`src/rtl/switch_arb_pkg.sv`:
```
// Shared types and the effective-target-mask helper for the 4-port switch arbiter.
package switch_arb_pkg;

    localparam int NPORTS = 4;

    typedef logic [3:0] port_mask_t;

    localparam port_mask_t BCAST_MASK = 4'hF;

    typedef enum logic [1:0] {IDLE, WAIT, ACTIVE} src_state_e;

    typedef struct packed {
        logic       legal;
        port_mask_t mask;
    } eff_mask_t;

    // Broadcast means "every output except my own"; any other mask must be
    // nonzero and must not loop back to the source port.
    function automatic eff_mask_t eff_mask(input logic [1:0] src, input port_mask_t target);
        eff_mask_t  r;
        port_mask_t self;
        self = port_mask_t'(4'b0001 << src);
        if (target == BCAST_MASK) begin
            r.mask  = BCAST_MASK & ~self;
            r.legal = 1'b1;
        end else begin
            r.mask  = target;
            r.legal = (target != '0) && ((target & self) == '0);
        end
        return r;
    endfunction

endpackage

```
`src/rtl/switch_arb_src.sv`:
```
// Per-source request FSM with a watchdog that forcibly ends packets lacking eop.
module switch_arb_src #(
    parameter int TIMEOUT = 255
) (
    input  logic clk,
    input  logic reset,
    input  logic req_i,
    input  logic legal_i,
    input  logic eop_i,
    input  logic grant_i,
    output logic wait_o,
    output logic active_o,
    output logic release_o,
    output logic illegal_err_o,
    output logic timeout_err_o
);
    import switch_arb_pkg::*;

    src_state_e state_q, state_d;
    logic [7:0] cnt_q, cnt_d;
    logic       blocked_q, blocked_d;
    logic       ill_q, ill_d;
    logic       to_q, to_d;
    logic       expire;

    assign expire        = (cnt_q == 8'(TIMEOUT - 1));
    // Requests that drop in the same cycle are never offered for arbitration.
    assign wait_o        = (state_q == WAIT) && req_i;
    assign active_o      = (state_q == ACTIVE);
    assign release_o     = active_o && (eop_i || expire);
    assign illegal_err_o = ill_q;
    assign timeout_err_o = to_q;

    always_comb begin
        state_d   = state_q;
        cnt_d     = cnt_q;
        blocked_d = blocked_q && req_i;
        ill_d     = 1'b0;
        to_d      = 1'b0;
        case (state_q)
            IDLE: begin
                // An illegal request is reported once and ignored until req drops.
                if (req_i && !blocked_q) begin
                    if (legal_i) begin
                        state_d = WAIT;
                    end else begin
                        ill_d     = 1'b1;
                        blocked_d = 1'b1;
                    end
                end
            end
            WAIT: begin
                if (!req_i) begin
                    state_d = IDLE;
                end else if (grant_i) begin
                    state_d = ACTIVE;
                    cnt_d   = '0;
                end
            end
            ACTIVE: begin
                if (eop_i) begin
                    state_d = IDLE;
                    cnt_d   = '0;
                end else if (expire) begin
                    state_d = IDLE;
                    cnt_d   = '0;
                    to_d    = 1'b1;
                end else begin
                    cnt_d = cnt_q + 8'd1;
                end
            end
            default: state_d = IDLE;
        endcase
    end

    always_ff @(posedge clk or negedge reset) begin
        if (!reset) begin
            state_q   <= IDLE;
            cnt_q     <= '0;
            blocked_q <= 1'b0;
            ill_q     <= 1'b0;
            to_q      <= 1'b0;
        end else begin
            state_q   <= state_d;
            cnt_q     <= cnt_d;
            blocked_q <= blocked_d;
            ill_q     <= ill_d;
            to_q      <= to_d;
        end
    end

endmodule

```
`src/rtl/switch_port_arbiter.sv`:
```
// Per-packet output-port arbiter: rotating priority with head-of-line reservation,
// atomic multi-output grants, and registered output ownership.
module switch_port_arbiter #(
    parameter int NPORTS  = 4,
    parameter int TIMEOUT = 255
) (
    input  logic                clk,
    input  logic                reset,
    input  logic [NPORTS-1:0]   req,
    input  logic [4*NPORTS-1:0] req_target,
    input  logic [NPORTS-1:0]   eop,
    input  logic [NPORTS-1:0]   suspend,
    output logic [NPORTS-1:0]   gnt,
    output logic [4*NPORTS-1:0] out_sel,
    output logic [NPORTS-1:0]   out_busy,
    output logic [NPORTS-1:0]   illegal_err,
    output logic [NPORTS-1:0]   timeout_err
);
    import switch_arb_pkg::*;

    port_mask_t [3:0] mask;
    logic       [3:0] legal, waiting, rel, grant;
    port_mask_t [3:0] sel_q, sel_d;
    port_mask_t       busy_q, busy_d;
    port_mask_t       taken, resv;
    logic       [1:0] rr_ptr_q, rr_ptr_d;
    logic       [1:0] s;

    for (genvar i = 0; i < 4; i++) begin : g_src
        eff_mask_t em;
        assign em       = eff_mask(2'(i), req_target[4*i +: 4]);
        assign mask[i]  = em.mask;
        assign legal[i] = em.legal;

        switch_arb_src #(.TIMEOUT(TIMEOUT)) u_src (
            .clk          (clk),
            .reset        (reset),
            .req_i        (req[i]),
            .legal_i      (legal[i]),
            .eop_i        (eop[i]),
            .grant_i      (grant[i]),
            .wait_o       (waiting[i]),
            .active_o     (gnt[i]),
            .release_o    (rel[i]),
            .illegal_err_o(illegal_err[i]),
            .timeout_err_o(timeout_err[i])
        );
    end

    // Walk sources from rr_ptr; the head source, if blocked, reserves its outputs
    // so later sources cannot keep nibbling at a multicast packet's targets.
    always_comb begin
        grant    = '0;
        taken    = '0;
        resv     = '0;
        s        = '0;
        rr_ptr_d = rr_ptr_q;
        for (int k = 0; k < 4; k++) begin
            s = rr_ptr_q + 2'(k);
            if (waiting[s]) begin
                if ((mask[s] & (busy_q | suspend | taken | resv)) == '0) begin
                    grant[s] = 1'b1;
                    taken    = taken | mask[s];
                    rr_ptr_d = s + 2'd1;
                end else if (k == 0) begin
                    resv = mask[s];
                end
            end
        end
    end

    always_comb begin
        sel_d  = sel_q;
        busy_d = '0;
        for (int j = 0; j < 4; j++) begin
            if ((sel_q[j] & rel) != '0) sel_d[j] = '0;
            for (int i = 0; i < 4; i++) begin
                if (grant[i] && mask[i][j]) sel_d[j] = port_mask_t'(4'b0001 << i);
            end
            busy_d[j] = |sel_d[j];
        end
    end

    always_ff @(posedge clk or negedge reset) begin
        if (!reset) begin
            sel_q    <= '0;
            busy_q   <= '0;
            rr_ptr_q <= '0;
        end else begin
            sel_q    <= sel_d;
            busy_q   <= busy_d;
            rr_ptr_q <= rr_ptr_d;
        end
    end

    assign out_sel  = sel_q;
    assign out_busy = busy_q;

endmodule

```
`config.mk`:
```
export PLATFORM = sky130hd
export DESIGN_NAME = switch_port_arbiter
export DESIGN_NICKNAME = d
export VERILOG_FILES = /design/src/rtl/switch_arb_pkg.sv /design/src/rtl/switch_arb_src.sv /design/src/rtl/switch_port_arbiter.sv
export SDC_FILE = /design/constraint.sdc
export NUM_CORES = 1
export LEC_CHECK = 0
export BUFFER_PORTS_ARGS = -buffer_cell sky130_fd_sc_hd__buf_2
export CAP_MARGIN = 20
export CORE_UTILIZATION = 40
export CTS_BUF_LIST = sky130_fd_sc_hd__clkbuf_8
export CTS_CLUSTER_DIAMETER = 100
export CTS_CLUSTER_SIZE = 20
export DETAILED_ROUTE_END_ITERATION = 12
export PLACE_DENSITY = 0.72
export SLEW_MARGIN = 15
export SYNTH_ARGS = -nofsm -noshare
export SYNTH_HDL_FRONTEND = slang
export SYNTH_SLANG_ARGS = --single-unit
```
`constraint.sdc`:
```
create_clock -name clk -period 3.85 [get_ports clk]
set_input_delay 0.5775 -clock clk [delete_from_list [all_inputs] [get_ports clk]]
set_output_delay 0.5775 -clock clk [all_outputs]
set_load 0.03 [all_outputs]
```
==> summary.md <==
| Metric | Value |
|---|---|
| 1st-pass router iterations | 8 |
| Delay-heaviest family, CP | compound AO/OA/AOI/OAI gates |
| Commonest non-fill, non-tap cell in the layout | dfrtp_1 |
| Vias per Instance | 6.06 |
| Syn Nets | 640 |
| Nets | 717 |
| Crit-path slowest cell | mux4_2 |
| Most frequent cells in the layout | 73 x dfrtp_1, 61 x nand2_1, 60 x buf_2 |
| Post-synth EDFFs | 0 |
| Routed WL | 15300 um |
| Antenna cells | 0 |
| Total GRT Usage | 0.223 |
| Final setup violation count | 0 |
| Clk root buf | clkbuf_8 |
| CTS buffer count | 9 |
| Largest net degree at the start of global routing | 75 |
| Clock Latency Late Sink | 0.35 ns |
| Outcome | complete, no violations |
| WS Path Type | reg2reg |
| Buf/Inv on CP | 1 |
| WL/cell | 18.0 um |
| Total clock sinks | 74 |
| Final Non-Filler Cells | 848 |
| Pwr Total | 3.84 mW |
| Fraction of layout instances using a drive strength above 1 | 0.256 |
| Mapped cell area | 0.00533 mm2 |
| First-pass GRT wire length | 25000 um |
| Longest Clk Path Bufs | 2 |
| Worst setup margin | 0.112 ns |
| Synth unique cells | 81 |
| Total grt overflow | 0 |
| CP Launch Type | register |
| Vias in the first global route | 4935 |
| Setup TNS | 0 ns |
| Period utilisation layout | 0.971 |
| Initial DRC count | 479 |
| Die Y | 117 um |
| Pre-CTS WS | -0.0966 ns |
| Design area | 0.00619 mm2 |
| FF+latch count, synth | 74 |
| Row cnt | 41 |
| Hold WC Path Type | in2async |
| Mean Syn Cell Area | 8.98 um2 |
| Initial Util | 0.416 |
| PwrDens | 621 mW/mm2 |
| Synth Instances | 594 |
| Yosys warns | 0 |
| Crit-path max FO | 8 |
| Clk pin slew, worst setup/hold paths | 0.08 ns |
| Final Slew Violations | 0 |
| Die Area | 0.0138 mm2 |
| Via count | 5140 |
| Worst vdd ir | 0.238 mV |
| Primary FF master, synth | dfrtp_1 |
| Maxcap violations | 0 |
| Max-Slew Margin vs Limit | 0.380 |
| Hold Fails Final Rpt | 0 |
| Hold-fix buffers at CTS | 0 |
| CTS tree | yes |
| Fmax | 268 MHz |
| Unrepaired setup endpoints after global routing | no |
| Core area | 0.0128 mm2 |
| Clock skew | 0.0130 ns |
| Slew at the pin closest to its max-slew limit | 0.930 ns |
| Initial antenna violation count | 0 |
| Placed cells | 832 |
| I/O Buffers | 61 |
| Post-route minimum period | 3.74 ns |
| Lkg Pwr | 2.87 nW |
| Remaining antenna violation count | 0 |
| Ys async rst share | 1.00 |
| Dpl hpwl | 11400 um |
| Area Growth Syn to Fin | 16.1% |
| Ports | 62 |
| Drc violations | 0 |
| Gpl congestion | 1.02 |
| Crit-path cells | and3b_1 -> mux4_2 -> a311oi_1 -> o22ai_1 -> or4_4 -> a2111o_1 -> buf_4 -> a31o_2 -> and2_1 -> a2111oi_2 |
| Req. time, crit path | 4.08 ns |
| Max incr delay on CP | 0.58 ns |
| Final Hold Slack | 0.343 ns |
| Final design utilization | 0.483 |
| Placed inst area | 0.00599 mm2 |
| Horiz. Die Dim | 117 um |
| Post-synthesis sequential area ratio | 0.347 |
| Crit path capture type | register |
| H-tree depth | 3 |
| Critical Path AT | 3.97 ns |
==> kinds of logic (layout without fill, tap and decap cells) <==
group / count (synthesis) / after routing / share of synthesized area
AND/OR/NAND/NOR: 227 / 227 / 0.227
AO/OA/AOI/OAI: 183 / 183 / 0.256
flip-flops: 74 / 74 / 0.347
buffers and inverters: 62 / 144 / 0.0622
multiplexers: 26 / 26 / 0.0605
adder cells (fa/ha/maj): 16 / 16 / 0.0375
XOR/XNOR: 6 / 6 / 0.00985
==> power by group <==
group,switching (mW),internal (mW),total (mW)
Combinational,1.14,0.835,1.98
Sequential,0.264,0.987,1.25
Clock,0.302,0.313,0.615
==> path summary, 6_finish.rpt <==
check / start / to / slack (ns) / depth (start not counted)
setup reg to reg: g_src[3].u_src.state_q[0] / out_sel[8] / 0.11 / 10
max in group asynchronous: reset / rr_ptr_q[1] / 2.85 / 1
min in group clk: eop[0] / g_src[0].u_src.timeout_err_o / 0.41 / 2
hold / removal: reset / g_src[1].u_src.cnt_q[1] / 0.34 / 1
setup / recovery: g_src[3].u_src.state_q[0] / out_sel[8] / 0.11 / 10
hold reg to reg: g_src[3].u_src.state_q[1] / g_src[3].u_src.state_q[0] / 0.49 / 1
==> area by class of cell <==
type                            instances  area, um2
Inverter                               19       71.3
Clock inverter                          6       58.8
Multi-Input combinational cell        458       3160
Tap cell                              172        215
Clock buffer                           10        138
Timing Repair Buffer                  109        693
Fill cell                            1242       6630
Sequential cell                        74       1850
==> flip-flops by register name (all words and copies together), names as in the netlist <==
register,cells
g_src.u_src.state_q,8
out_sel,16
g_src.u_src.blocked_q,4
out_busy,4
g_src.u_src.timeout_err_o,4
g_src.u_src.illegal_err_o,4
g_src.u_src.cnt_q,32
rr_ptr_q,2
==> timing repair <==
action                                  4_1_cts  5_1_grt
resized for setup                             0        3
endpoints found under the setup margin        0       13
buffers inserted                              0        0
==> cell usage after synthesis (7+ instances only) <==
cell type | instances | share of area
a21oi_1 | 20 | 0.019
nor3_1 | 12 | 0.011
dfrtp_1 | 74 | 0.35
mux2_2 | 10 | 0.021
nor2_1 | 40 | 0.028
a22oi_1 | 9 | 0.013
a31o_2 | 10 | 0.016
buf_2 | 10 | 0.0094
nand3_1 | 23 | 0.022
and2_1 | 17 | 0.020
and3b_1 | 7 | 0.011
o21a_1 | 7 | 0.0099
inv_1 | 17 | 0.012
o21ai_0 | 29 | 0.027
nand2_1 | 61 | 0.043
ha_1 | 16 | 0.038
clkbuf_1 | 16 | 0.011
a21o_1 | 7 | 0.0099
a211oi_1 | 7 | 0.0099
buf_4 | 12 | 0.017
mux2i_1 | 12 | 0.023
o22ai_1 | 23 | 0.027
==> layer usage <==
| layer | wire, um | part of all wire | track usage |
|---|---|---|---|
| met1 | 6770 | 0.44 | 0.297 |
| met2 | 7240 | 0.47 | 0.365 |
| met3 | 873 | 0.057 | 0.0402 |
| met4 | 387 | 0.025 | 0.0761 |
| met5 | 0 | 0 | 0 |
No activity file was read; power rests on OpenSTA's default activity.
